<file path="config.mk">
export PLATFORM = sky130hd
export DESIGN_NAME = fetch_stage
export DESIGN_NICKNAME = d
export VERILOG_FILES = /design/src/rtl/fetch_stage.sv
export SDC_FILE = /design/constraint.sdc
export NUM_CORES = 1
export LEC_CHECK = 0
export BUFFER_PORTS_ARGS = -buffer_cell sky130_fd_sc_hd__buf_2
export CORE_MARGIN = 5
export CORE_UTILIZATION = 30
export DETAILED_ROUTE_END_ITERATION = 7
export PLACE_DENSITY = 0.56
export SLEW_MARGIN = 20
export SYNTH_ARGS = -nofsm -noshare
export SYNTH_HDL_FRONTEND = slang
export SYNTH_SLANG_ARGS = --single-unit
</file>
<file path="constraint.sdc">
create_clock -name clk -period 5.8 [get_ports clk]
set_input_delay 0.29 -clock clk [delete_from_list [all_inputs] [get_ports clk]]
set_output_delay 0.29 -clock clk [all_outputs]
set_load 0.02 [all_outputs]
</file>
<file path="src/rtl/fetch_stage.sv">
// Instruction fetch stage: owns the fetch PC, talks to instruction memory
// with a request/ready handshake, and feeds the IF/ID pipeline register.
// A one-entry buffer catches data that arrives while the pipeline is stalled,
// and a discard state swallows the response to a request that was
// redirected away while still outstanding.
module fetch_stage #(
  parameter logic [31:0] RESET_PC = 32'h00000000
) (
  input  logic        clk,
  input  logic        reset,
  input  logic [31:0] pcPrime,
  input  logic        pcSrcD,
  input  logic        stallF,
  input  logic        stallD,
  input  logic        flushD,
  output logic        imemReq,
  output logic [31:0] imemAddr,
  input  logic        imemReady,
  input  logic [31:0] imemRdata,
  output logic [31:0] pcPlus4F,
  output logic [31:0] instrD,
  output logic [31:0] pcPlus4D,
  output logic        validD,
  output logic        imemWait
);

  typedef enum logic [1:0] {
    FETCH   = 2'd0,
    HOLD    = 2'd1,
    DISCARD = 2'd2
  } fetchState_t;

  fetchState_t stateReg, stateNext;
  logic [31:0] pcReg, pcNext;
  logic [31:0] bufInstrReg, bufInstrNext;
  logic [31:0] bufPcPlus4Reg, bufPcPlus4Next;
  logic [31:0] staleAddrReg, staleAddrNext;
  logic [31:0] instrDReg, instrDNext;
  logic [31:0] pcPlus4DReg, pcPlus4DNext;
  logic        validDReg, validDNext;

  logic redirect;
  logic pass;
  logic loadFetch;
  logic loadBuf;

  // A redirect only counts when decode is actually advancing. Data may only
  // move into IF/ID when neither fetch nor decode is stalled; otherwise it is
  // parked in the buffer so it is never lost or duplicated.
  assign redirect = pcSrcD & ~stallD;
  assign pass     = ~stallF & ~stallD;

  assign pcPlus4F = pcReg + 32'd4;
  assign imemReq  = ~reset & (stateReg != HOLD);
  assign imemAddr = (stateReg == DISCARD) ? staleAddrReg : {pcReg[31:2], 2'b00};
  assign imemWait = imemReq & ~imemReady;

  assign instrD   = instrDReg;
  assign pcPlus4D = pcPlus4DReg;
  assign validD   = validDReg;

  // Next-state, PC, buffer and IF/ID decisions.
  always_comb begin
    stateNext      = stateReg;
    pcNext         = pcReg;
    bufInstrNext   = bufInstrReg;
    bufPcPlus4Next = bufPcPlus4Reg;
    staleAddrNext  = staleAddrReg;
    loadFetch      = 1'b0;
    loadBuf        = 1'b0;
    instrDNext     = instrDReg;
    pcPlus4DNext   = pcPlus4DReg;
    validDNext     = validDReg;

    unique case (stateReg)
      FETCH: begin
        if (redirect) begin
          pcNext = pcPrime;
          if (!imemReady) begin
            // Request still in flight: remember its address and eat the reply.
            stateNext     = DISCARD;
            staleAddrNext = {pcReg[31:2], 2'b00};
          end
        end else if (imemReady) begin
          if (pass) begin
            pcNext    = pcPlus4F;
            loadFetch = 1'b1;
          end else begin
            stateNext      = HOLD;
            bufInstrNext   = imemRdata;
            bufPcPlus4Next = pcPlus4F;
          end
        end
      end
      HOLD: begin
        if (redirect) begin
          pcNext    = pcPrime;
          stateNext = FETCH;
        end else if (pass) begin
          pcNext    = pcPlus4F;
          loadBuf   = 1'b1;
          stateNext = FETCH;
        end
      end
      DISCARD: begin
        if (redirect) pcNext = pcPrime;
        if (imemReady) stateNext = FETCH;
      end
      default: stateNext = FETCH;
    endcase

    if (redirect || (flushD && !stallD)) begin
      instrDNext   = 32'd0;
      pcPlus4DNext = 32'd0;
      validDNext   = 1'b0;
    end else if (stallD) begin
      instrDNext   = instrDReg;
      pcPlus4DNext = pcPlus4DReg;
      validDNext   = validDReg;
    end else if (loadFetch) begin
      instrDNext   = imemRdata;
      pcPlus4DNext = pcPlus4F;
      validDNext   = 1'b1;
    end else if (loadBuf) begin
      instrDNext   = bufInstrReg;
      pcPlus4DNext = bufPcPlus4Reg;
      validDNext   = 1'b1;
    end else begin
      instrDNext   = 32'd0;
      pcPlus4DNext = 32'd0;
      validDNext   = 1'b0;
    end
  end

  // State, PC, buffer and IF/ID registers; reset aborts any outstanding request.
  always_ff @(posedge clk or posedge reset) begin
    if (reset) begin
      stateReg      <= FETCH;
      pcReg         <= RESET_PC;
      bufInstrReg   <= 32'd0;
      bufPcPlus4Reg <= 32'd0;
      staleAddrReg  <= 32'd0;
      instrDReg     <= 32'd0;
      pcPlus4DReg   <= 32'd0;
      validDReg     <= 1'b0;
    end else begin
      stateReg      <= stateNext;
      pcReg         <= pcNext;
      bufInstrReg   <= bufInstrNext;
      bufPcPlus4Reg <= bufPcPlus4Next;
      staleAddrReg  <= staleAddrNext;
      instrDReg     <= instrDNext;
      pcPlus4DReg   <= pcPlus4DNext;
      validDReg     <= validDNext;
    end
  end

endmodule
</file>
==> qor.log, run 1 <==
qor: status.outcome finished, final reports clean
qor: final_layout.drive_gt1_share 34.2%
qor: sta.final_slew_viol_count 0
qor: logic_synthesis.yosysUniqueCellTypes 52
qor: final_layout.mostFrequentLayoutCell sky130_fd_sc_hd__buf_2
qor: worst_setup_path.timing.critical_path.required 5.51 ns
qor: clocking.clk_pin_slew 0.08 ns
qor: global_route.largest_net_degree_at_the_start_of_global_routing 74
qor: placed_design.place.port_buffers 199
qor: clocking.cts_buffers 17
qor: clocking.worstSkewPairLatency 0.43 ns
qor: clocking.ctsLongestPathBuffers 2
qor: power.logic_pwr_share 28.1%
qor: floorplan.floorplan.initialDensity 30.3%
qor: power.power.internal 2.78 mW
qor: clocking.cts_htree_levels 4
qor: power.power_density 390 nW/um^2
qor: power.leakage_dissipation 5.02 nW
qor: sta.finClkSkew 0.0150 ns
qor: sta.highest_achievable_clock_rate 0.317 GHz
qor: final_layout.area_growth_syn_to_layout 20.3%
qor: sta.report.final.setup_viol 0
qor: worst_setup_path.critical_path.max_fanout 10
qor: power.switching_share 36.1%
qor: global_route.grt_pass1_wl 41800 um
qor: routing.route.detailed.drc 0
qor: logic_synthesis.yosys.area.top_type_share 52.2%
qor: worst_setup_path.crit_path_end_kind output pin
qor: sta.slew_headroom 29.5%
qor: logic_synthesis.syn-cell-area 9250 um^2
qor: logic_synthesis.synth-seq-area-share 52.2%
qor: final_layout.final_cell_mix sky130_fd_sc_hd__buf_2 (199), sky130_fd_sc_hd__dfrtp_1 (193), sky130_fd_sc_hd__nand2_1 (116), sky130_fd_sc_hd__o21ai_0 (106), sky130_fd_sc_hd__mux2_2 (105)
qor: global_route.grt_pass1_vias 7072
qor: placed_design.pre_cts_ws 2.89 ns
qor: routing.avgRoutedWirePerCell 18.6 um
qor: logic_synthesis.postSynthAreaPerCell 10.5 um^2
qor: logic_synthesis.ys_warn_count 0
qor: worst_setup_path.worst-r2r-cell-count 6
qor: global_route.track_usage 15.4%
qor: worst_setup_path.worst_ep_arrival_time 2.87 ns
qor: power.power_switching 1.57 mW
qor: sta.final.setup.worst_slack 2.64 ns
qor: logic_synthesis.post_synth_main_area_contributors sky130_fd_sc_hd__dfrtp_1 (52%), sky130_fd_sc_hd__mux2_2 (13%), sky130_fd_sc_hd__o21ai_0 (5.7%)
qor: placed_design.place.detailed.hpwl 19200 um
qor: power.design_power_total 4.34 mW
qor: clocking.cts.sinks 193
qor: worst_setup_path.worst_setup_sp_type flop
qor: sta.timing.final.hold_violations 0
qor: global_route.antenna_found_initial 0
qor: clocking.cts_tree yes
qor: logic_synthesis.postSynth.topFlopCell sky130_fd_sc_hd__dfrtp_1
qor: worst_hold_path.hold_path.class input port to flop
qor: clocking.cts_root_buf sky130_fd_sc_hd__clkbuf_16
qor: logic_synthesis.netlist_instances 883
qor: job.cap_viol_max_count 0
qor: routing.routed_via_density 4.95
qor: power.sequentialPowerShare 45.1%
qor: final_layout.finish.net_count 1114
qor: floorplan.placementRows 64
qor: routing.drt_wl_total 27000 um
qor: power.ir_worst_vdd 190 uV
qor: final_layout.num_antenna_cells 0
qor: floorplan.die-height 186 um
qor: worst_setup_path.ff2ff_setup_slack 3.19 ns
qor: sta.timing.setup.tns 0 ns
qor: sta.rsz0062_at_grt no
qor: sta.worst_slew_pin_slew 1.06 ns
qor: worst_setup_path.worst_setup_path_startpoint pcReg[4]
qor: floorplan.fp.dieW 186 um
qor: routing.postRouteAntennaNets 0
qor: sta.worst_hold_slack_across_all_endpoints 0.0976 ns
qor: logic_synthesis.ys_async_sr_fraction 100%
qor: logic_synthesis.post_synth_edffs 0
qor: worst_setup_path.worstSetupEndpoint pcPlus4F[27]
qor: floorplan.core_area 30500 um^2
qor: logic_synthesis.postSynthRegisterBits 193
qor: worst_setup_path.timing.rr.start stateReg[0]
qor: sta.layout_worst_path_cycle_share 54.5%
qor: worst_setup_path.crit-reg2reg-capture pcReg[17]
qor: logic_synthesis.synth_largest_area_cell sky130_fd_sc_hd__dfrtp_1
qor: routing.drt_iter0_markers 511
qor: floorplan.top_level_ports 202
qor: power.clkPwrFrac 26.8%
qor: routing.vias 7178
qor: sta.timing.final.crit_period 3.16 ns
qor: placed_design.gp_congestion 0.814
qor: worst_setup_path.critical_path_class flop to output pin
qor: floorplan.fp.dieArea 34400 um^2
qor: clocking.cts_resized 0
qor: global_route.global_route_congestion_overflow_total 0
qor: routing.drt_pre_antenna_iters 5
## stage by stage
stage / instances / util, % / cell area (um^2)
4_1_cts: 1451 / 36.5 / 11100
5_1_grt: 1451 / 36.5 / 11100
3_5_place_dp: 1418 / 34.6 / 10500
6_report: 1451 / 36.5 / 11100
2_1_floorplan: 884 / - / 9250
3_3_place_gp: 1418 / 34.6 / 10500
## flip-flops by register name, summed over array words and instances, names as in the netlist
signal	cells
bufInstrReg	32
bufPcPlus4Reg	32
instrD	32
pcPlus4D	32
pcReg	32
staleAddrReg	30
stateReg	2
validD	1
## synthesized netlist by cell type (all sizes together), types with 10 or more instances
cell / n
nand3: 23
nor2: 29
buf: 30
nand2: 116
mux2i: 35
xnor2: 13
a22oi: 10
clkbuf: 43
mux2: 106
o22ai: 14
a2bb2oi: 12
inv: 23
xor2: 13
o21ai: 108
nor3: 11
a21oi: 32
dfrtp: 193
## what timing repair did
action | 4_1_cts | 5_1_grt
hold buffers | 1 | 0
hold endpoints to repair | 52 | 0
setup endpoints to repair | 0 | 0
buffers inserted | 0 | 0
## layer usage
layer | vias to the layer above | share of wire, % | track usage, %
met5 | - | 0 | 0
li1 | 3426 | - | -
met2 | 200 | 45 | 23.3
met3 | 33 | 6.0 | 3.24
met1 | 3519 | 47 | 22.5
met4 | 0 | 2.1 | 4.34
## worst min-delay path by stage
| stage | startpoint | endpoint | slack (ns) | cells past startpoint |
|---|---|---|---|---|
| 2_1_floorplan | pcPrime[3] | pcReg[3] | 0.44 | 2 |
| 3_5_place_dp | reset | stateReg[0] | 0.35 | 2 |
| 6_report | pcPrime[1] | pcReg[1] | 0.1 | 2 |
| 5_1_grt | pcPrime[1] | pcReg[1] | 0.08 | 2 |
| 3_3_place_gp | reset | pcPlus4D[27] | 0.36 | 2 |
| 4_1_cts | pcPrime[1] | pcReg[1] | 0.07 | 2 |
## power groups by stage
stage | clock network [mW] | registers (mW) | logic, mW
3_3_place_gp | 0 | 1.96 | 1.22
5_1_grt | 1.25 | 2.01 | 1.35
2_1_floorplan | 0 | 1.87 | 0.935
6_report | 1.16 | 1.96 | 1.22
4_1_cts | 1.20 | 1.96 | 1.24
3_5_place_dp | 0 | 1.98 | 1.24
## logic make-up (layout without fill, tap and decap cells)
family                   Yosys count  in the layout  synth area share [%]
other                              1              2                0.0405
multiplexers                     141            141                  16.7
flip-flops                       193            193                  52.2
XOR/XNOR                          26             26                  2.54
buffers and inverters             96            267                  4.42
adder cells (fa/ha/maj)            1              1                 0.135
AND/OR/NAND/NOR                  225            225                  11.3
AO/OA/AOI/OAI                    200            200                  12.6
## final cells by class
class / count / area [um^2]
Fill cell: 3090 / 19400
Clock buffer: 17 / 425
Sequential cell: 193 / 4830
Clock inverter: 15 / 148
Tap cell: 396 / 495
Timing Repair Buffer: 212 / 1100
Inverter: 23 / 93.8
Multi-Input combinational cell: 595 / 4040
## critical path, cell delays in order, from the launching register on
cell and delay (ns):
sky130_fd_sc_hd__dfrtp_1 0.54, sky130_fd_sc_hd__nand4_1 0.26, sky130_fd_sc_hd__nor4_2 0.73, sky130_fd_sc_hd__nand3_1 0.27, sky130_fd_sc_hd__xor2_1 0.41, sky130_fd_sc_hd__inv_1 0.07, sky130_fd_sc_hd__buf_2 0.17
(Power assumes the default switching activity.)
==> run 2: changes to the inputs <==
clock period = 2.5 ns   (was 5.8 ns; I/O delays follow)
==> qor.log, run 2 (same netlist as run 1, synthesis figures left out) <==
qor: worst_hold_path.hold_path.class input port to flop
qor: placed_design.place.port_buffers 199
qor: sta.layout_worst_path_cycle_share 96.4%
qor: final_layout.mostFrequentLayoutCell sky130_fd_sc_hd__buf_2
qor: worst_setup_path.ff2ff_setup_slack 0.50 ns
qor: sta.finClkSkew 0.0150 ns
qor: final_layout.fillers 3013
qor: clocking.cts_buffers 17
qor: floorplan.top_level_ports 202
qor: final_layout.layout.cell_area.non_filler 11900 um^2
qor: global_route.global_route_congestion_overflow_total 0
qor: sta.rsz0062_at_grt yes
qor: worst_hold_path.hold_path.startpoint pcPrime[5]
qor: worst_setup_path.timing.rr.start pcReg[8]
qor: clocking.worstSkewPairLatency 0.43 ns
qor: global_route.grt_pass1_wl 42400 um
qor: sta.worst_slew_pin_slew 0.624 ns
qor: floorplan.floorplan.initialDensity 30.3%
qor: floorplan.placementRows 64
qor: power.power_density 863 nW/um^2
qor: routing.drt_iter0_markers 532
qor: final_layout.share_of_the_core_filled_with_cells_in_the_final_layout 39.2%
qor: sta.timing.setup.tns 0 ns
qor: floorplan.die-height 186 um
qor: clocking.ctsLongestPathBuffers 2
qor: routing.avgRoutedWirePerCell 18.1 um
qor: final_layout.seq_area 4850 um^2
qor: clocking.cts_htree_levels 4
qor: worst_setup_path.critical_path.max_fanout 7
qor: placed_design.pre_cts_ws 0.307 ns
qor: clocking.clk_pin_slew 0.07 ns
qor: final_layout.multiInputGateArea 4180 um^2
qor: placed_design.gp_congestion 0.854
qor: sta.final.setup.worst_slack 0.0903 ns
qor: placed_design.postPlaceCellArea 10800 um^2
qor: final_layout.drive_gt1_share 37.8%
qor: worst_setup_path.worst-r2r-cell-count 5
qor: sta.highest_achievable_clock_rate 0.415 GHz
qor: routing.drt_pre_antenna_iters 5
qor: worst_hold_path.worst_hold_endpoint pcReg[5]
qor: final_layout.area_growth_syn_to_layout 29.2%
qor: routing.met3WireLength 1560 um
qor: clocking.cts.sinks 193
qor: routing.route.detailed.drc 0
qor: routing.dr_wl_met2 12300 um
qor: global_route.grt_pass1_vias 7330
qor: final_layout.finish.net_count 1178
qor: routing.wl_met1 13200 um
qor: sta.timing.final.hold_violations 0
qor: routing.top_layer met4
qor: routing.drt_wl_total 27500 um
qor: worst_setup_path.critical_path_class flop to output pin
qor: routing.vias 7425
qor: sta.final_slew_viol_count 0
qor: final_layout.final_cell_mix sky130_fd_sc_hd__buf_2 (199), sky130_fd_sc_hd__dfrtp_1 (173), sky130_fd_sc_hd__nand2_1 (115), sky130_fd_sc_hd__mux2_2 (105), sky130_fd_sc_hd__o21ai_0 (105)
qor: job.cap_viol_max_count 0
qor: placed_design.place.detailed.hpwl 19500 um
qor: worst_setup_path.timing.critical_path.required 2.38 ns
qor: final_layout.num_antenna_cells 0
qor: clocking.cts_tree yes
qor: power.leakage_dissipation 5.37 nW
qor: status.outcome finished, final reports clean
qor: floorplan.fp.dieW 186 um
qor: sta.slew_headroom 58.1%
qor: worst_setup_path.crit-reg2reg-capture bufPcPlus4Reg[21]
qor: global_route.track_usage 15.8%
qor: routing.routed_via_density 4.90
qor: floorplan.core_area 30500 um^2
qor: global_route.largest_net_degree_at_the_start_of_global_routing 72
qor: routing.postRouteAntennaNets 0
qor: clocking.cts_root_buf sky130_fd_sc_hd__clkbuf_16
qor: sta.report.final.setup_viol 0
qor: worst_setup_path.worst_setup_path_startpoint pcReg[22]
qor: sta.timing.final.crit_period 2.41 ns
qor: global_route.antenna_found_initial 0
qor: worst_hold_path.hold-path-cell-count 3
qor: floorplan.fp.dieArea 34400 um^2
qor: worst_setup_path.worst_ep_arrival_time 2.28 ns
qor: worst_setup_path.crit_path_end_kind output pin
qor: power.ir_worst_vdd 493 uV
qor: worst_setup_path.worst_setup_sp_type flop
run 2: cell count changes in the layout (fill, tap and decap cells not counted), moves of 3 or more:
cell | before | now
sky130_fd_sc_hd__dlygate4sd3_1 | 1 | 43
sky130_fd_sc_hd__dfrtp_1 | 193 | 173
sky130_fd_sc_hd__dfrtp_2 | 0 | 20
sky130_fd_sc_hd__buf_4 | 12 | 27
sky130_fd_sc_hd__xor2_1 | 13 | 5
sky130_fd_sc_hd__xor2_2 | 0 | 8
sky130_fd_sc_hd__buf_12 | 0 | 6
sky130_fd_sc_hd__clkinv_8 | 3 | 0
sky130_fd_sc_hd__inv_6 | 7 | 4
sky130_fd_sc_hd__nor4_1 | 3 | 0
sky130_fd_sc_hd__xnor2_1 | 12 | 9
sky130_fd_sc_hd__xnor2_2 | 1 | 4
run 2: per-layer routing:
layer,GRT usage (%),up-vias
met1,22.5,3649
met5,0,-
met2,24.5,196
met4,3.93,0
met3,3.54,27
li1,-,3553
run 2: worst max path at each step:
stage                endpoint
6_report         pcPlus4F[25]
5_1_grt          pcPlus4F[22]
4_1_cts          pcPlus4F[25]
3_5_place_dp     pcPlus4F[25]
3_3_place_gp     pcPlus4F[25]
2_1_floorplan  bufInstrReg[0]
run 2: critical path, cell delays in order (launching register included):
cell	delay (ns)
sky130_fd_sc_hd__dfrtp_2	0.47
sky130_fd_sc_hd__nand3_2	0.15
sky130_fd_sc_hd__nor4_4	0.34
sky130_fd_sc_hd__buf_4	0.19
sky130_fd_sc_hd__nand4_1	0.19
sky130_fd_sc_hd__xor2_2	0.30
sky130_fd_sc_hd__inv_1	0.06
sky130_fd_sc_hd__buf_2	0.16
run 2: area by class of cell:
class                      count  share of cell area, %
clock inverter                12                   1.03
timing repair buffer         276                   14.7
sequential                   193                   40.6
multi-input combinational    595                   35.0
inverter                      23                  0.754
tap                          396                   4.15
clock buffer                  19                   3.71
run 2: where the power goes:
group / switching (mW) / leakage [nW] / internal, mW / total, mW
combinational: 1.75 / 2.69 / 1.37 / 3.12
clock: 1.27 / 0.278 / 1.42 / 2.69
sequential: 0.584 / 2.40 / 3.92 / 4.51
total: 3.60 / 5.37 / 6.71 / 10.3
run 2: per-stage QoR:
stage	total power, mW	hold slack (ns)	cells
6_report	10.3	0.0339	1514
2_1_floorplan	6.51	0.275	884
5_1_grt	10.9	0.0115	1514
3_3_place_gp	7.45	0.205	1436
3_5_place_dp	7.54	0.207	1436
4_1_cts	10.4	0.00178	1510
run 2: timing repair:
item / 4_1_cts / 5_1_grt
pin swaps: 1 / 6
setup buffers: 0 / 4
hold buffers: 43 / 0
endpoints found under the hold margin: 79 / 0
resized for setup: 14 / 33
endpoints found under the setup margin: 13 / 19
cloned: 0 / 0
==> run 3: changes to the inputs <==
--- a/config.mk
+++ b/config.mk
@@ -12,2 +12,3 @@
 export PLACE_DENSITY = 0.56
+export SETUP_SLACK_MARGIN = 0.1
 export SLEW_MARGIN = 20
==> constraint.sdc (replaced) <==
create_clock -name clk -period 2.5 [get_ports clk]
set_input_delay 0.375 -clock clk [delete_from_list [all_inputs] [get_ports clk]]
set_output_delay 0.375 -clock clk [all_outputs]
set_load 0.02 [all_outputs]
==> qor.log, run 3 (same netlist as run 1, synthesis figures left out) <==
qor: status.outcome finished, violations left
qor: status.violated_checks negative setup slack
qor: routing.drt_wl_total 28600 um
qor: worst_setup_path.critical_path_class flop to output pin
qor: power.switching_share 34.9%
qor: worst_setup_path.worst_path_largest_cell_delay 0.45 ns
qor: routing.avgRoutedWirePerCell 18.4 um
qor: clocking.worstSkewPairLatency 0.43 ns
qor: routing.routed_via_density 4.96
qor: power.power_switching 3.91 mW
qor: worst_setup_path.crit_path_end_kind output pin
qor: clocking.clk_pin_slew 0.08 ns
qor: global_route.grt_pass1_wl 43800 um
qor: sta.layout_worst_path_cycle_share 103%
qor: final_layout.num_antenna_cells 0
qor: sta.worst_slew_pin_slew 0.707 ns
qor: power.sequentialPowerShare 39.6%
qor: clocking.cts_root_buf sky130_fd_sc_hd__clkbuf_16
qor: clocking.cts_htree_levels 4
qor: floorplan.core_area 30500 um^2
qor: power.design_power_total 11.2 mW
qor: sta.rsz0062_at_grt yes
qor: global_route.grt_pass1_vias 7672
qor: final_layout.area_growth_syn_to_layout 37.8%
qor: routing.drt_pre_antenna_iters 5
qor: sta.highest_achievable_clock_rate 0.388 GHz
qor: floorplan.fp.dieArea 34400 um^2
qor: worst_setup_path.worst_ep_arrival_time 2.21 ns
qor: worst_setup_path.path_delay_family simple AND/OR/NAND/NOR gates
qor: final_layout.finish.net_count 1218
qor: routing.route.detailed.drc 0
qor: power.power_density 878 nW/um^2
qor: sta.report.final.setup_viol 10
qor: floorplan.fp.dieW 186 um
qor: routing.postRouteAntennaNets 0
qor: worst_setup_path.crit_chain buf_6 > nand4_1 > or3_4 > or3_4 > nand2_4 > buf_6
qor: sta.timing.setup.tns -0.374 ns
qor: worst_setup_path.worst-path-buf-inv 2
qor: job.cap_viol_max_count 0
qor: sta.slew_headroom 52.8%
qor: clocking.cts_tree yes
qor: placed_design.place.port_buffers 199
qor: floorplan.placementRows 64
qor: placed_design.place.detailed.hpwl 20000 um
qor: worst_setup_path.worst_setup_sp_type flop
qor: floorplan.die-height 186 um
qor: clocking.cts.sinks 193
qor: worst_setup_path.timing.critical_path.required 2.12 ns
qor: floorplan.floorplan.initialDensity 30.3%
qor: final_layout.final_cell_mix sky130_fd_sc_hd__buf_2 (181), sky130_fd_sc_hd__dfrtp_1 (178), sky130_fd_sc_hd__nand2_1 (109), sky130_fd_sc_hd__mux2_2 (105), sky130_fd_sc_hd__o21ai_0 (105)
qor: sta.finClkSkew 0.0128 ns
qor: sta.timing.final.hold_violations 0
qor: global_route.largest_net_degree_at_the_start_of_global_routing 53
qor: power.ir_worst_vdd 505 uV
qor: worst_hold_path.hold_path.class input port to asynchronous set/reset pin
qor: power.logic_pwr_share 34.2%
qor: clocking.cts_buffers 17
qor: sta.worst_hold_slack_across_all_endpoints 0.0705 ns
qor: worst_setup_path.critical_path.max_fanout 3
qor: placed_design.gp_congestion 0.939
qor: global_route.track_usage 16.2%
qor: global_route.global_route_congestion_overflow_total 0
qor: placed_design.dp.cells 1468
qor: final_layout.drive_gt1_share 47.1%
qor: clocking.hold_fix_buffers_cts 0
qor: worst_setup_path.slowest_stage sky130_fd_sc_hd__or3_4
qor: final_layout.fillers 2931
qor: clocking.ctsLongestPathBuffers 2
qor: power.clkPwrFrac 26.2%
qor: routing.vias 7707
qor: power.leakage_dissipation 5.76 nW
qor: sta.final.setup.worst_slack -0.0804 ns
qor: floorplan.top_level_ports 202
qor: sta.final_slew_viol_count 0
qor: final_layout.mostFrequentLayoutCell sky130_fd_sc_hd__buf_2
qor: final_layout.fin_cells 1555
qor: global_route.antenna_found_initial 1
qor: sta.timing.final.crit_period 2.58 ns
qor: routing.drt_iter0_markers 571
qor: power.power.internal 7.28 mW
-- run 3: cell types whose count changed in the layout (fill, tap and decap cells not counted), moves of 7 or more --
| cell | before | now |
|---|---|---|
| sky130_fd_sc_hd__buf_2 | 199 | 181 |
| sky130_fd_sc_hd__buf_4 | 27 | 102 |
| sky130_fd_sc_hd__buf_6 | 1 | 24 |
| sky130_fd_sc_hd__dlygate4sd3_1 | 43 | 0 |
| sky130_fd_sc_hd__inv_1 | 22 | 14 |
| sky130_fd_sc_hd__inv_2 | 0 | 8 |
| sky130_fd_sc_hd__nand3_1 | 20 | 11 |
| sky130_fd_sc_hd__nand3_4 | 0 | 7 |
-- run 3: power by group through the flow --
stage          Clock, mW  Combinational, mW  Sequential, mW
2_1_floorplan          0               2.17            4.34
6_report            2.93               3.82            4.43
5_1_grt             3.15               4.15            4.54
4_1_cts             3.02               3.57            4.41
3_5_place_dp           0               3.20            4.47
3_3_place_gp           0               3.16            4.43
-- run 3: layer usage --
layer	global-route usage, %	part of all wire, %	vias up
li1	-	-	3621
met1	22.4	45	3790
met2	26.1	46	262
met3	3.46	6.8	32
met4	4.31	1.8	2
met5	0	0.045	-
-- run 3: layout make-up --
cell class,instances,area [um^2],area share (%)
Sequential cell,193,4850,38.0
Multi-Input combinational cell,595,4560,35.8
Timing Repair Buffer,316,2120,16.6
Tap cell,396,495,3.89
Clock buffer,18,439,3.45
Clock inverter,14,190,1.49
Inverter,23,90.1,0.707
-- run 3: timing repair --
item                       4_1_cts  5_1_grt
pin swaps                       23       22
gates resized for setup         92       64
hold endpoints to repair         0        0
setup buffers                   34       24
setup endpoints to repair       23       26
-- run 3: path summary, 6_finish.rpt --
| check | start | end | slack [ns] | cells past startpoint |
|---|---|---|---|---|
| setup / recovery | pcReg[3] | pcPlus4F[17] | -0.08 | 6 |
| hold / removal | reset | bufPcPlus4Reg[27] | 0.07 | 2 |
| setup reg to reg | pcReg[3] | pcReg[25] | 0.21 | 12 |
| hold reg to reg | validD | validD | 0.48 | 2 |
| max in group asynchronous | reset | bufInstrReg[2] | 1.73 | 3 |
| min in group clk | pcPrime[0] | pcReg[0] | 0.19 | 2 |
-- run 3: metrics by stage --
step	area [um^2]	util, %	setup slack [ns]
global route	12700	41.8	-0.153
finish	12700	41.8	-0.0804
global placement	11000	36.1	0.173
CTS	12300	40.3	-0.0650
floorplan	9260	-	-0.365
detailed placement	11000	36.1	0.133
